$ cat config.mk
export PLATFORM = sky130hd
export DESIGN_NAME = alu_cmd_sequencer
export DESIGN_NICKNAME = d
export VERILOG_FILES = /design/src/rtl/alu_cmd_sequencer.sv
export SDC_FILE = /design/constraint.sdc
export NUM_CORES = 1
export LEC_CHECK = 0
export BUFFER_PORTS_ARGS = -buffer_cell sky130_fd_sc_hd__buf_2
export CORE_MARGIN = 2
export CORE_UTILIZATION = 44
export DETAILED_ROUTE_END_ITERATION = 12
export PLACE_DENSITY = 0.76
export SYNTH_ARGS = -nofsm -noshare
export SYNTH_HDL_FRONTEND = slang
export SYNTH_SLANG_ARGS = --single-unit
$ cat constraint.sdc
create_clock -name i_clk -period 5.4 [get_ports i_clk]
set_clock_uncertainty 0.1 [all_clocks]
set_input_delay 1.35 -clock i_clk [delete_from_list [all_inputs] [get_ports i_clk]]
set_output_delay 1.35 -clock i_clk [all_outputs]
set_load 0.005 [all_outputs]
$ cat src/rtl/alu_cmd_sequencer.sv
// Command/response wrapper around the 8-bit ALU: latches operands, masks stale done,
// captures op1/op2/op3 with timeout. Optional macro ALU_SEQ_DIV0_CHECK_EN short-circuits div-by-zero.
module alu_cmd_sequencer #(
  parameter int SETTLE_CYC  = 2,
  parameter int TIMEOUT_CYC = 64
) (
  input  logic        i_clk,
  input  logic        i_rst,
  input  logic        i_cmd_valid,
  output logic        o_cmd_ready,
  input  logic [7:0]  i_cmd_a,
  input  logic [7:0]  i_cmd_b,
  input  logic [2:0]  i_cmd_mode,
  output logic [7:0]  o_alu_a,
  output logic [7:0]  o_alu_b,
  output logic [2:0]  o_alu_mode,
  input  logic [7:0]  i_alu_op1,
  input  logic [7:0]  i_alu_op2,
  input  logic [15:0] i_alu_op3,
  input  logic        i_alu_done,
  output logic        o_rsp_valid,
  input  logic        i_rsp_ready,
  output logic [7:0]  o_rsp_lo,
  output logic [7:0]  o_rsp_hi,
  output logic [15:0] o_rsp_wide,
  output logic [1:0]  o_rsp_err,
  output logic        o_busy
);

  localparam int SW = $clog2(SETTLE_CYC + 1);
  localparam int TW = $clog2(TIMEOUT_CYC + 1);
  localparam logic [SW-1:0] SET_LAST = SW'(SETTLE_CYC - 1);
  localparam logic [TW-1:0] TO_MAX   = TW'(TIMEOUT_CYC);

  typedef enum logic [1:0] {S_IDLE, S_SETTLE, S_WAIT, S_RESP} state_t;

  state_t         r_state;
  logic [SW-1:0]  r_set_cnt;
  logic [TW-1:0]  r_to_cnt;
  logic [TW-1:0]  w_to_nxt;
  logic [7:0]     r_alu_a, r_alu_b;
  logic [2:0]     r_alu_mode;
  logic [7:0]     r_rsp_lo, r_rsp_hi;
  logic [15:0]    r_rsp_wide;
  logic [1:0]     r_rsp_err;

  // Cycles spent in WAIT including the current one.
  assign w_to_nxt = r_to_cnt + 1'b1;

  always_ff @(posedge i_clk) begin
    if (i_rst) begin
      r_state    <= S_IDLE;
      r_set_cnt  <= '0;
      r_to_cnt   <= '0;
      r_alu_a    <= '0;
      r_alu_b    <= '0;
      r_alu_mode <= '0;
      r_rsp_lo   <= '0;
      r_rsp_hi   <= '0;
      r_rsp_wide <= '0;
      r_rsp_err  <= '0;
    end else begin
      case (r_state)
        S_IDLE: begin
          if (i_cmd_valid) begin
            r_alu_a    <= i_cmd_a;
            r_alu_b    <= i_cmd_b;
            r_alu_mode <= i_cmd_mode;
            r_set_cnt  <= '0;
`ifdef ALU_SEQ_DIV0_CHECK_EN
            if (i_cmd_mode == 3'b011 && i_cmd_b == 8'h00) begin
              r_rsp_lo   <= 8'hFF;
              r_rsp_hi   <= i_cmd_a;
              r_rsp_wide <= '0;
              r_rsp_err  <= 2'b10;
              r_state    <= S_RESP;
            end else
`endif
              r_state <= S_SETTLE;
          end
        end
        S_SETTLE: begin
          // Done is ignored here: the ALU may still report the previous operands.
          if (r_set_cnt >= SET_LAST) begin
            r_to_cnt <= '0;
            r_state  <= S_WAIT;
          end else begin
            r_set_cnt <= r_set_cnt + 1'b1;
          end
        end
        S_WAIT: begin
          if (i_alu_done) begin
            r_rsp_lo   <= i_alu_op1;
            r_rsp_hi   <= i_alu_op2;
            r_rsp_wide <= i_alu_op3;
            r_rsp_err  <= 2'b00;
            r_state    <= S_RESP;
          end else if (w_to_nxt >= TO_MAX) begin
            r_rsp_lo   <= '0;
            r_rsp_hi   <= '0;
            r_rsp_wide <= '0;
            r_rsp_err  <= 2'b01;
            r_state    <= S_RESP;
          end else begin
            r_to_cnt <= w_to_nxt;
          end
        end
        S_RESP: begin
          if (i_rsp_ready) r_state <= S_IDLE;
        end
        default: r_state <= S_IDLE;
      endcase
    end
  end

  assign o_cmd_ready = (r_state == S_IDLE);
  assign o_busy      = (r_state != S_IDLE);
  assign o_rsp_valid = (r_state == S_RESP);
  assign o_alu_a     = r_alu_a;
  assign o_alu_b     = r_alu_b;
  assign o_alu_mode  = r_alu_mode;
  assign o_rsp_lo    = r_rsp_lo;
  assign o_rsp_hi    = r_rsp_hi;
  assign o_rsp_wide  = r_rsp_wide;
  assign o_rsp_err   = r_rsp_err;

endmodule
==> impl_metrics.json, run 1 <==
{
  "dp.cells": 439,
  "synth-main-ff-cell": "dfxtp_1",
  "slew_headroom": 0.199,
  "synth_top_family_by_area": "compound AO/OA/AOI/OAI gates",
  "drt-initial-drc-count": 84,
  "max_freq_ghz": 0.367,
  "setup_violations": 0,
  "cts.sinks": 63,
  "drtAntennaViolNets": 0,
  "dpl_cell_area_sq_mm": 0.00298,
  "die_x_um": 78.0,
  "diodes": 0,
  "grt.total_usage": 0.192,
  "synthAdderAreaFrac": 0.0312,
  "crit_arrival_ns": 2.87,
  "synth_compound_area_frac": 0.208,
  "io_buffers": 110,
  "synth_fp_nets": 340,
  "syn_area_sq_mm": 0.00241,
  "synth_edf_count": 0,
  "nNetsFinal": 442,
  "r2r_end": "o_rsp_wide[0]",
  "synth_xor_area_frac": 0,
  "hold_end": "o_alu_mode[1]",
  "clock_path_buffers": 2,
  "antenna_found_initial": 0,
  "rows": 26,
  "async_reset_ff_frac": 0,
  "ys_ff_latch": 63,
  "vias": 2294,
  "cts_tree": "done",
  "drv_slew": 0,
  "grt_pass1_wl_mm": 9.47,
  "startpoint_type": "primary input",
  "final_util": 0.614,
  "finalHoldViolCount": 0,
  "tightest_slew_ns": 1.20,
  "p_leak_nw": 1.48,
  "wl_per_cell_um": 12.5,
  "clk-insertion-delay-late_ns": 0.32,
  "hp-class": "register to register",
  "core_sq_mm": 0.00520,
  "start_util": 0.463,
  "die_area_sq_mm": 0.00608,
  "design_area_sq_mm": 0.00319,
  "end_kind": "register",
  "rr_startpoint": "r_to_cnt[0]",
  "post-route-period-util": 0.504,
  "grt_overflow": 0,
  "holdPathStages": 2,
  "cts_root_buf": "clkbuf_8",
  "synth_cell_types": 36,
  "grt_max_degree": 61,
  "grt_setup_unrepaired": "false",
  "die_y_um": 78.0,
  "worst_ep_required_time_ns": 5.55,
  "synth_mux_area_frac": 0.00415,
  "synthSimpleGateAreaFrac": 0.185,
  "cp_max_fo": 35,
  "path_class": "primary input to register",
  "peakVddDrop_uv": 268,
  "maxCapViolCount": 0,
  "holdCritStartpoint": "o_alu_mode[1]",
  "htreeDepth": 3,
  "wl_mm": 5.67,
  "areaGrowthSynthToFinish_pct": 32.6,
  "dp_worst_setup_slack_ns": 2.34,
  "yosysWarnings": 0,
  "dp_hpwl_mm": 3.79,
  "post_cts_resized": 0,
  "r2r_slack_ns": 2.91,
  "remaining_drc_errors": 0,
  "setup_slack_ns": 2.68,
  "path_clk_slew_ns": 0.06,
  "layoutNonFillerInstCount": 454,
  "dr.pass1.iters": 4,
  "cts_made_buffers": 9,
  "fin_tns_setup_ns": 0,
  "drive_gt1_frac": 0.333,
  "r2r_cells": 6,
  "power_density_mw_per_mm2": 434,
  "outcome": "finished, final reports clean",
  "yosysSeqAreaShare": 0.523,
  "syn_inst": 278,
  "layout_min_cycle_time_ns": 2.72,
  "nFillCells": 494,
  "boundaryPins": 112,
  "gp_congestion": 0.770,
  "postCtsHoldBufs": 0,
  "cts_setup_buffers": 0,
  "avgSynthCellArea_sq_um": 8.67,
  "vias_per_cell": 5.05,
  "grt_pass1_vias": 2153
}
registers in the layout (all words and copies together) (netlist names):
register,cells
r_state,2
o_alu_a,8
o_rsp_err,1
r_to_cnt,7
o_rsp_wide,16
o_alu_mode,3
o_rsp_lo,8
o_rsp_hi,8
o_alu_b,8
r_set_cnt,2
metal layers:
| metal | wire (um) | track usage | vias to the layer above |
|---|---|---|---|
| met4 | 15 | 0.0649 | 0 |
| li1 | - | - | 1162 |
| met5 | 0 | 0 | - |
| met3 | 469 | 0.0686 | 2 |
| met1 | 2520 | 0.234 | 1047 |
| met2 | 2670 | 0.314 | 83 |
metrics by stage:
stage | hold slack [ns] | power (mW)
floorplan | 0.343 | 0.830
CTS | 0.355 | 1.40
finish | 0.350 | 1.39
detailed placement | 0.346 | 0.958
global placement | 0.340 | 0.947
global route | 0.370 | 1.48
worst max-delay path by stage:
stage,start,end,slack [ns],cells past startpoint
2_1_floorplan,i_alu_done,r_to_cnt[3],2.67,6
3_3_place_gp,i_alu_done,r_to_cnt[3],2.37,6
3_5_place_dp,i_alu_done,r_to_cnt[3],2.34,6
4_1_cts,i_alu_done,r_to_cnt[3],2.69,6
5_1_grt,i_alu_done,o_rsp_wide[0],2.53,4
6_report,i_alu_done,r_to_cnt[3],2.68,6
cells in the final DEF (no fill, tap or decap), types with 2 or more instances in the layout:
cell type  instances
a21oi_1           23
and2_1             2
o21ai_0            5
nor2_1            38
o31ai_1            2
bufinv_16          2
nand2_1           44
dfxtp_1           63
a22oi_1           34
buf_2            110
inv_1              7
o21ai_1            3
nand2b_1           2
or4_1              2
or3_1              2
nor3_1             2
clkbuf_8          10
nand3_1            5
clkinv_2           2
o21a_1             2
ha_1               6
cells in the mapped netlist (all sizes together) (3+ instances only):
cell type	instances	share of area
ha	6	0.031
nor2	38	0.059
clkbuf	12	0.019
buf	8	0.017
o31ai	3	0.0093
nand3	6	0.015
nand2	44	0.069
a22oi	34	0.11
dfxtp	63	0.52
inv	7	0.011
a21oi	23	0.048
o21ai	8	0.017
kinds of logic after synthesis:
family                   after synthesis
buffers and inverters                 27
flip-flops                            63
other                                  1
multiplexers                           1
AO/OA/AOI/OAI                         76
adder cells (fa/ha/maj)                6
AND/OR/NAND/NOR                      104
cell type report:
type | count | area [sq um] | share of cell area
clock buffers | 11 | 141 | 0.0443
repair buffers | 111 | 558 | 0.175
multi-input cells | 188 | 1050 | 0.329
inverters | 7 | 26.3 | 0.00823
flip-flops and latches | 63 | 1260 | 0.395
well taps | 70 | 87.6 | 0.0274
clock inverters | 4 | 70.1 | 0.0219
worst max-delay path, stage by stage:
cell     delay, ns
buf_2         0.12
and2_1        0.13
buf_4         0.23
or2_0         0.39
or4_1         0.50
a21oi_1       0.14
power breakdown:
part / leakage, nW / internal (mW) / switching [mW]
Sequential: 0.512 / 0.531 / 0.0371
Combinational: 0.859 / 0.156 / 0.226
Clock: 0.109 / 0.269 / 0.167
No activity file was read; power rests on OpenSTA's default activity.
==> inputs of run 2 (changes only) <==
Settings changed: CORE_UTILIZATION 44 to 41, PLACE_DENSITY 0.76 to 0.74.
Clock period 5.4 ns to 2.4 ns, I/O delays scaled along.
==> impl_metrics.json, run 2 (synthesized netlist as in run 1, its figures left out) <==
{
  "grt_pass1_vias": 2159,
  "areaGrowthSynthToFinish_pct": 33.4,
  "setup_slack_ns": 0.231,
  "start_util": 0.430,
  "seq_power_share": 0.418,
  "die_y_um": 80.7,
  "gp_congestion": 0.863,
  "cp_max_fo": 10,
  "r2r_cells": 6,
  "clk-insertion-delay-late_ns": 0.31,
  "cts_root_buf": "clkbuf_8",
  "drt-initial-drc-count": 81,
  "nFillCells": 528,
  "rows": 27,
  "power_density_mw_per_mm2": 951,
  "boundaryPins": 112,
  "drtAntennaViolNets": 0,
  "worst_ep_required_time_ns": 2.55,
  "rr_startpoint": "r_to_cnt[0]",
  "vias_per_cell": 5.02,
  "p_int_mw": 2.08,
  "cts_made_buffers": 9,
  "antenna_found_initial": 0,
  "core_sq_mm": 0.00561,
  "endpoint": "r_to_cnt[3]",
  "grt_max_degree": 35,
  "grt.total_usage": 0.181,
  "clock_path_buffers": 2,
  "design_area_sq_mm": 0.00322,
  "peakVddDrop_uv": 424,
  "outcome": "finished, final reports clean",
  "largest_reg_flops": 16,
  "clockPowerShare": 0.295,
  "grt_overflow": 0,
  "comb_power_share": 0.287,
  "layout_commonest_cell": "buf_2",
  "slew_headroom": 0.578,
  "dp_worst_setup_slack_ns": 0.239,
  "finalHoldViolCount": 0,
  "path_clk_slew_ns": 0.07,
  "drv_slew": 0,
  "tightest_slew_ns": 0.632,
  "htreeDepth": 3,
  "wl_mm": 5.74,
  "r2r_slack_ns": 0.23,
  "crit_arrival_ns": 2.32,
  "cts.sinks": 63,
  "die_area_sq_mm": 0.00651,
  "diodes": 0,
  "cts_tree": "done",
  "remaining_drc_errors": 0,
  "p_leak_nw": 1.49,
  "layout_min_cycle_time_ns": 2.17,
  "setup_violations": 0,
  "die_x_um": 80.7,
  "switching_share": 0.318,
  "io_buffers": 110,
  "maxCapViolCount": 0,
  "post-route-period-util": 0.904,
  "grt_pass1_wl_mm": 9.28,
  "final_util": 0.573,
  "end_kind": "register",
  "max_freq_ghz": 0.461,
  "drive_gt1_frac": 0.343,
  "startpoint_type": "register",
  "vias": 2308,
  "wl_per_cell_um": 12.5,
  "dpl_cell_area_sq_mm": 0.00302,
  "dr.pass1.iters": 4,
  "final_cell_mix": "buf_2 (110), dfxtp_1 (63), nand2_1 (44)",
  "hp-class": "register to register",
  "nNetsFinal": 446,
  "switchingPower_mw": 0.974,
  "startpoint": "r_to_cnt[0]",
  "fin_tns_setup_ns": 0,
  "path_class": "register to register",
  "grt_setup_unrepaired": "false",
  "r2r_end": "r_to_cnt[3]",
  "dp_hpwl_mm": 4.11
}
run 2: changes by cell type in the layout (fill, tap and decap cells not counted):
| cell | before | now |
|---|---|---|
| buf_4 | 1 | 5 |
| clkbuf_8 | 10 | 11 |
| clkinv_2 | 2 | 1 |
| ha_2 | 0 | 1 |
| clkinvlp_4 | 0 | 1 |
| ha_1 | 6 | 5 |
| bufinv_16 | 2 | 1 |
run 2: final cells by class:
type                       count  area, sq um  share of cell area
clock buffer                  12          155              0.0482
clock inverter                 3         42.5              0.0132
inverter                       7         26.3             0.00817
multi-input combinational    188         1050               0.327
sequential                    63         1260               0.392
tap                           72         90.1              0.0280
timing repair buffer         115          588               0.183
run 2: worst min-delay path by stage:
stage               cells after the start           from       endpoint
finish                                  2     o_alu_b[4]     o_alu_b[4]
detailed placement                      2  o_alu_mode[1]  o_alu_mode[1]
global placement                        2     o_alu_a[5]     o_alu_a[5]
CTS                                     2  o_alu_mode[1]  o_alu_mode[1]
global route                            2     o_alu_b[5]     o_alu_b[5]
floorplan                               2    r_to_cnt[5]    r_to_cnt[5]
run 2: critical path, cell delays in order, from the launching register on:
cell	delay, ns
dfxtp_1	0.38
ha_1	0.23
nand3_2	0.12
o21a_1	0.27
o21a_1	0.31
or4_1	0.54
a21oi_1	0.14
run 2: per-stage QoR:
step | instances | hold slack [ns] | total power [mW]
final | 460 | 0.355 | 3.06
after floorplan | 278 | 0.343 | 1.87
after detailed placement | 445 | 0.345 | 2.17
after global placement | 445 | 0.339 | 2.14
after CTS | 460 | 0.355 | 3.09
after global routing | 460 | 0.378 | 3.28
run 2: what timing repair did:
item,4_1_cts,5_1_grt
buffers inserted,0,0
gates resized for setup,0,1
hold buffers,0,0
endpoints found under the hold margin,0,0
setup endpoints to repair,0,1
run 2: routing by layer:
metal,vias to the layer above,global-route usage,wire (um)
met5,-,0,0
met4,0,0.0864,60
met3,7,0.0461,425
met2,79,0.304,2680
met1,1047,0.214,2570
li1,1175,-,-
run 2: power by group through the flow:
stage               sequential, mW  combinational (mW)  clock [mW]
finish                        1.28               0.877       0.903
global route                  1.29                1.01       0.975
CTS                           1.28               0.881       0.937
detailed placement            1.30               0.876           0
global placement              1.29               0.851           0
floorplan                     1.30               0.564           0
==> inputs of run 3 (changes only) <==
Settings changed: CORE_ASPECT_RATIO set to 0.8.
==> impl_metrics.json, run 3 (synthesized netlist as in run 1, its figures left out) <==
{
  "outcome": "finished, final reports clean",
  "start_util": 0.434,
  "slew_headroom": 0.563,
  "grt_setup_unrepaired": "false",
  "core_sq_mm": 0.00556,
  "vias_per_cell": 5.01,
  "r2r_end": "r_to_cnt[3]",
  "hold_ws_ns": 0.354,
  "setup_violations": 0,
  "final_util": 0.581,
  "hold_end": "o_alu_b[1]",
  "drtAntennaViolNets": 0,
  "fin_tns_setup_ns": 0,
  "clk-insertion-delay-late_ns": 0.32,
  "htreeDepth": 3,
  "drv_slew": 0,
  "areaGrowthSynthToFinish_pct": 33.9,
  "holdPathStages": 2,
  "post-route-period-util": 0.905,
  "cp_max_fo": 10,
  "cts.sinks": 63,
  "startpoint_type": "register",
  "dp_hpwl_mm": 4.24,
  "r2r_slack_ns": 0.23,
  "dr.pass1.iters": 4,
  "post_cts_resized": 0,
  "die_area_sq_mm": 0.00651,
  "layout_min_cycle_time_ns": 2.17,
  "nNetsFinal": 450,
  "grt_pass1_vias": 2168,
  "p_leak_nw": 1.50,
  "drt-initial-drc-count": 100,
  "final_cell_mix": "buf_2 (110), dfxtp_1 (63), nand2_1 (44)",
  "grt_max_degree": 35,
  "cts_made_buffers": 9,
  "grt_overflow": 0,
  "drive_gt1_frac": 0.344,
  "cts_root_buf": "clkbuf_8",
  "gp_congestion": 0.866,
  "die_x_um": 89.7,
  "wl_per_cell_um": 12.7,
  "power_density_mw_per_mm2": 940,
  "rows": 24,
  "antenna_found_initial": 0,
  "end_kind": "register",
  "seqCellArea_sq_mm": 0.00126,
  "boundaryPins": 112,
  "crit_arrival_ns": 2.33,
  "cts_tree": "done",
  "maxCapViolCount": 0,
  "postCtsHoldBufs": 0,
  "nFillCells": 514,
  "rr_startpoint": "r_to_cnt[0]",
  "grt_pass1_wl_mm": 9.56,
  "design_area_sq_mm": 0.00323,
  "holdCritStartpoint": "o_alu_b[1]",
  "cts_setup_buffers": 0,
  "vias": 2339,
  "tightest_slew_ns": 0.656,
  "path_class": "register to register",
  "peakVddDrop_uv": 398,
  "layout_commonest_cell": "buf_2",
  "largest_reg_flops": 16,
  "clock_path_buffers": 2,
  "path_clk_slew_ns": 0.06,
  "max_freq_ghz": 0.460,
  "wl_mm": 5.92,
  "r2r_cells": 6,
  "finalHoldViolCount": 0,
  "worst_ep_required_time_ns": 2.55,
  "io_buffers": 110,
  "hp-class": "register to register",
  "die_y_um": 72.6,
  "dpl_cell_area_sq_mm": 0.00305,
  "diodes": 0,
  "multi_input_area_sq_mm": 0.00105,
  "grt.total_usage": 0.183,
  "remaining_drc_errors": 0
}
[run 3: cell count changes in the layout (fill, tap and decap cells not counted)]
cell	delta
clkbuf_8	-1
buf_4	+4
ha_1	+1
clkbuf_1	-1
clkinvlp_4	-1
ha_2	-1
[run 3: worst max-delay path, stage by stage (launching register included)]
cell and delay [ns]:
dfxtp_1 0.39, ha_1 0.23, nand3_2 0.12, o21a_1 0.27, o21a_1 0.32, or4_1 0.53
a21oi_1 0.14
[run 3: report_power, final]
| group | internal (mW) | switching, mW | total (mW) |
|---|---|---|---|
| logic | 0.385 | 0.529 | 0.913 |
| registers | 1.19 | 0.0838 | 1.28 |
| clock network | 0.483 | 0.356 | 0.839 |
| total | 2.06 | 0.969 | 3.03 |
[run 3: layer usage]
metal	up-vias	share of wire	global-route usage
met5	-	0	0
met4	0	0.0044	0.0821
met3	4	0.084	0.0868
met2	79	0.47	0.301
met1	1079	0.44	0.208
li1	1177	-	-
[run 3: cell type report]
class / count / area share
Timing Repair Buffer: 119 / 0.192
Sequential cell: 63 / 0.391
Inverter: 7 / 0.00815
Multi-Input combinational cell: 188 / 0.325
Clock inverter: 2 / 0.0109
Tap cell: 78 / 0.0303
Clock buffer: 10 / 0.0427
[run 3: worst max path at each step]
stage             endpoint  slack (ns)   startpoint
2_1_floorplan  r_to_cnt[3]        0.26   r_state[0]
3_3_place_gp   r_to_cnt[3]        0.33  r_to_cnt[0]
3_5_place_dp   r_to_cnt[3]        0.24  r_to_cnt[0]
4_1_cts        r_to_cnt[3]        0.22  r_to_cnt[0]
5_1_grt        r_to_cnt[3]        0.13  r_to_cnt[0]
6_report       r_to_cnt[3]        0.23  r_to_cnt[0]
[run 3: stage by stage]
stage	power, mW	worst slack (ns)	instances
CTS	3.08	0.218	467
floorplan	1.87	0.258	278
detailed placement	2.22	0.245	455
global route	3.24	0.127	467
finish	3.03	0.227	467
global placement	2.18	0.334	455
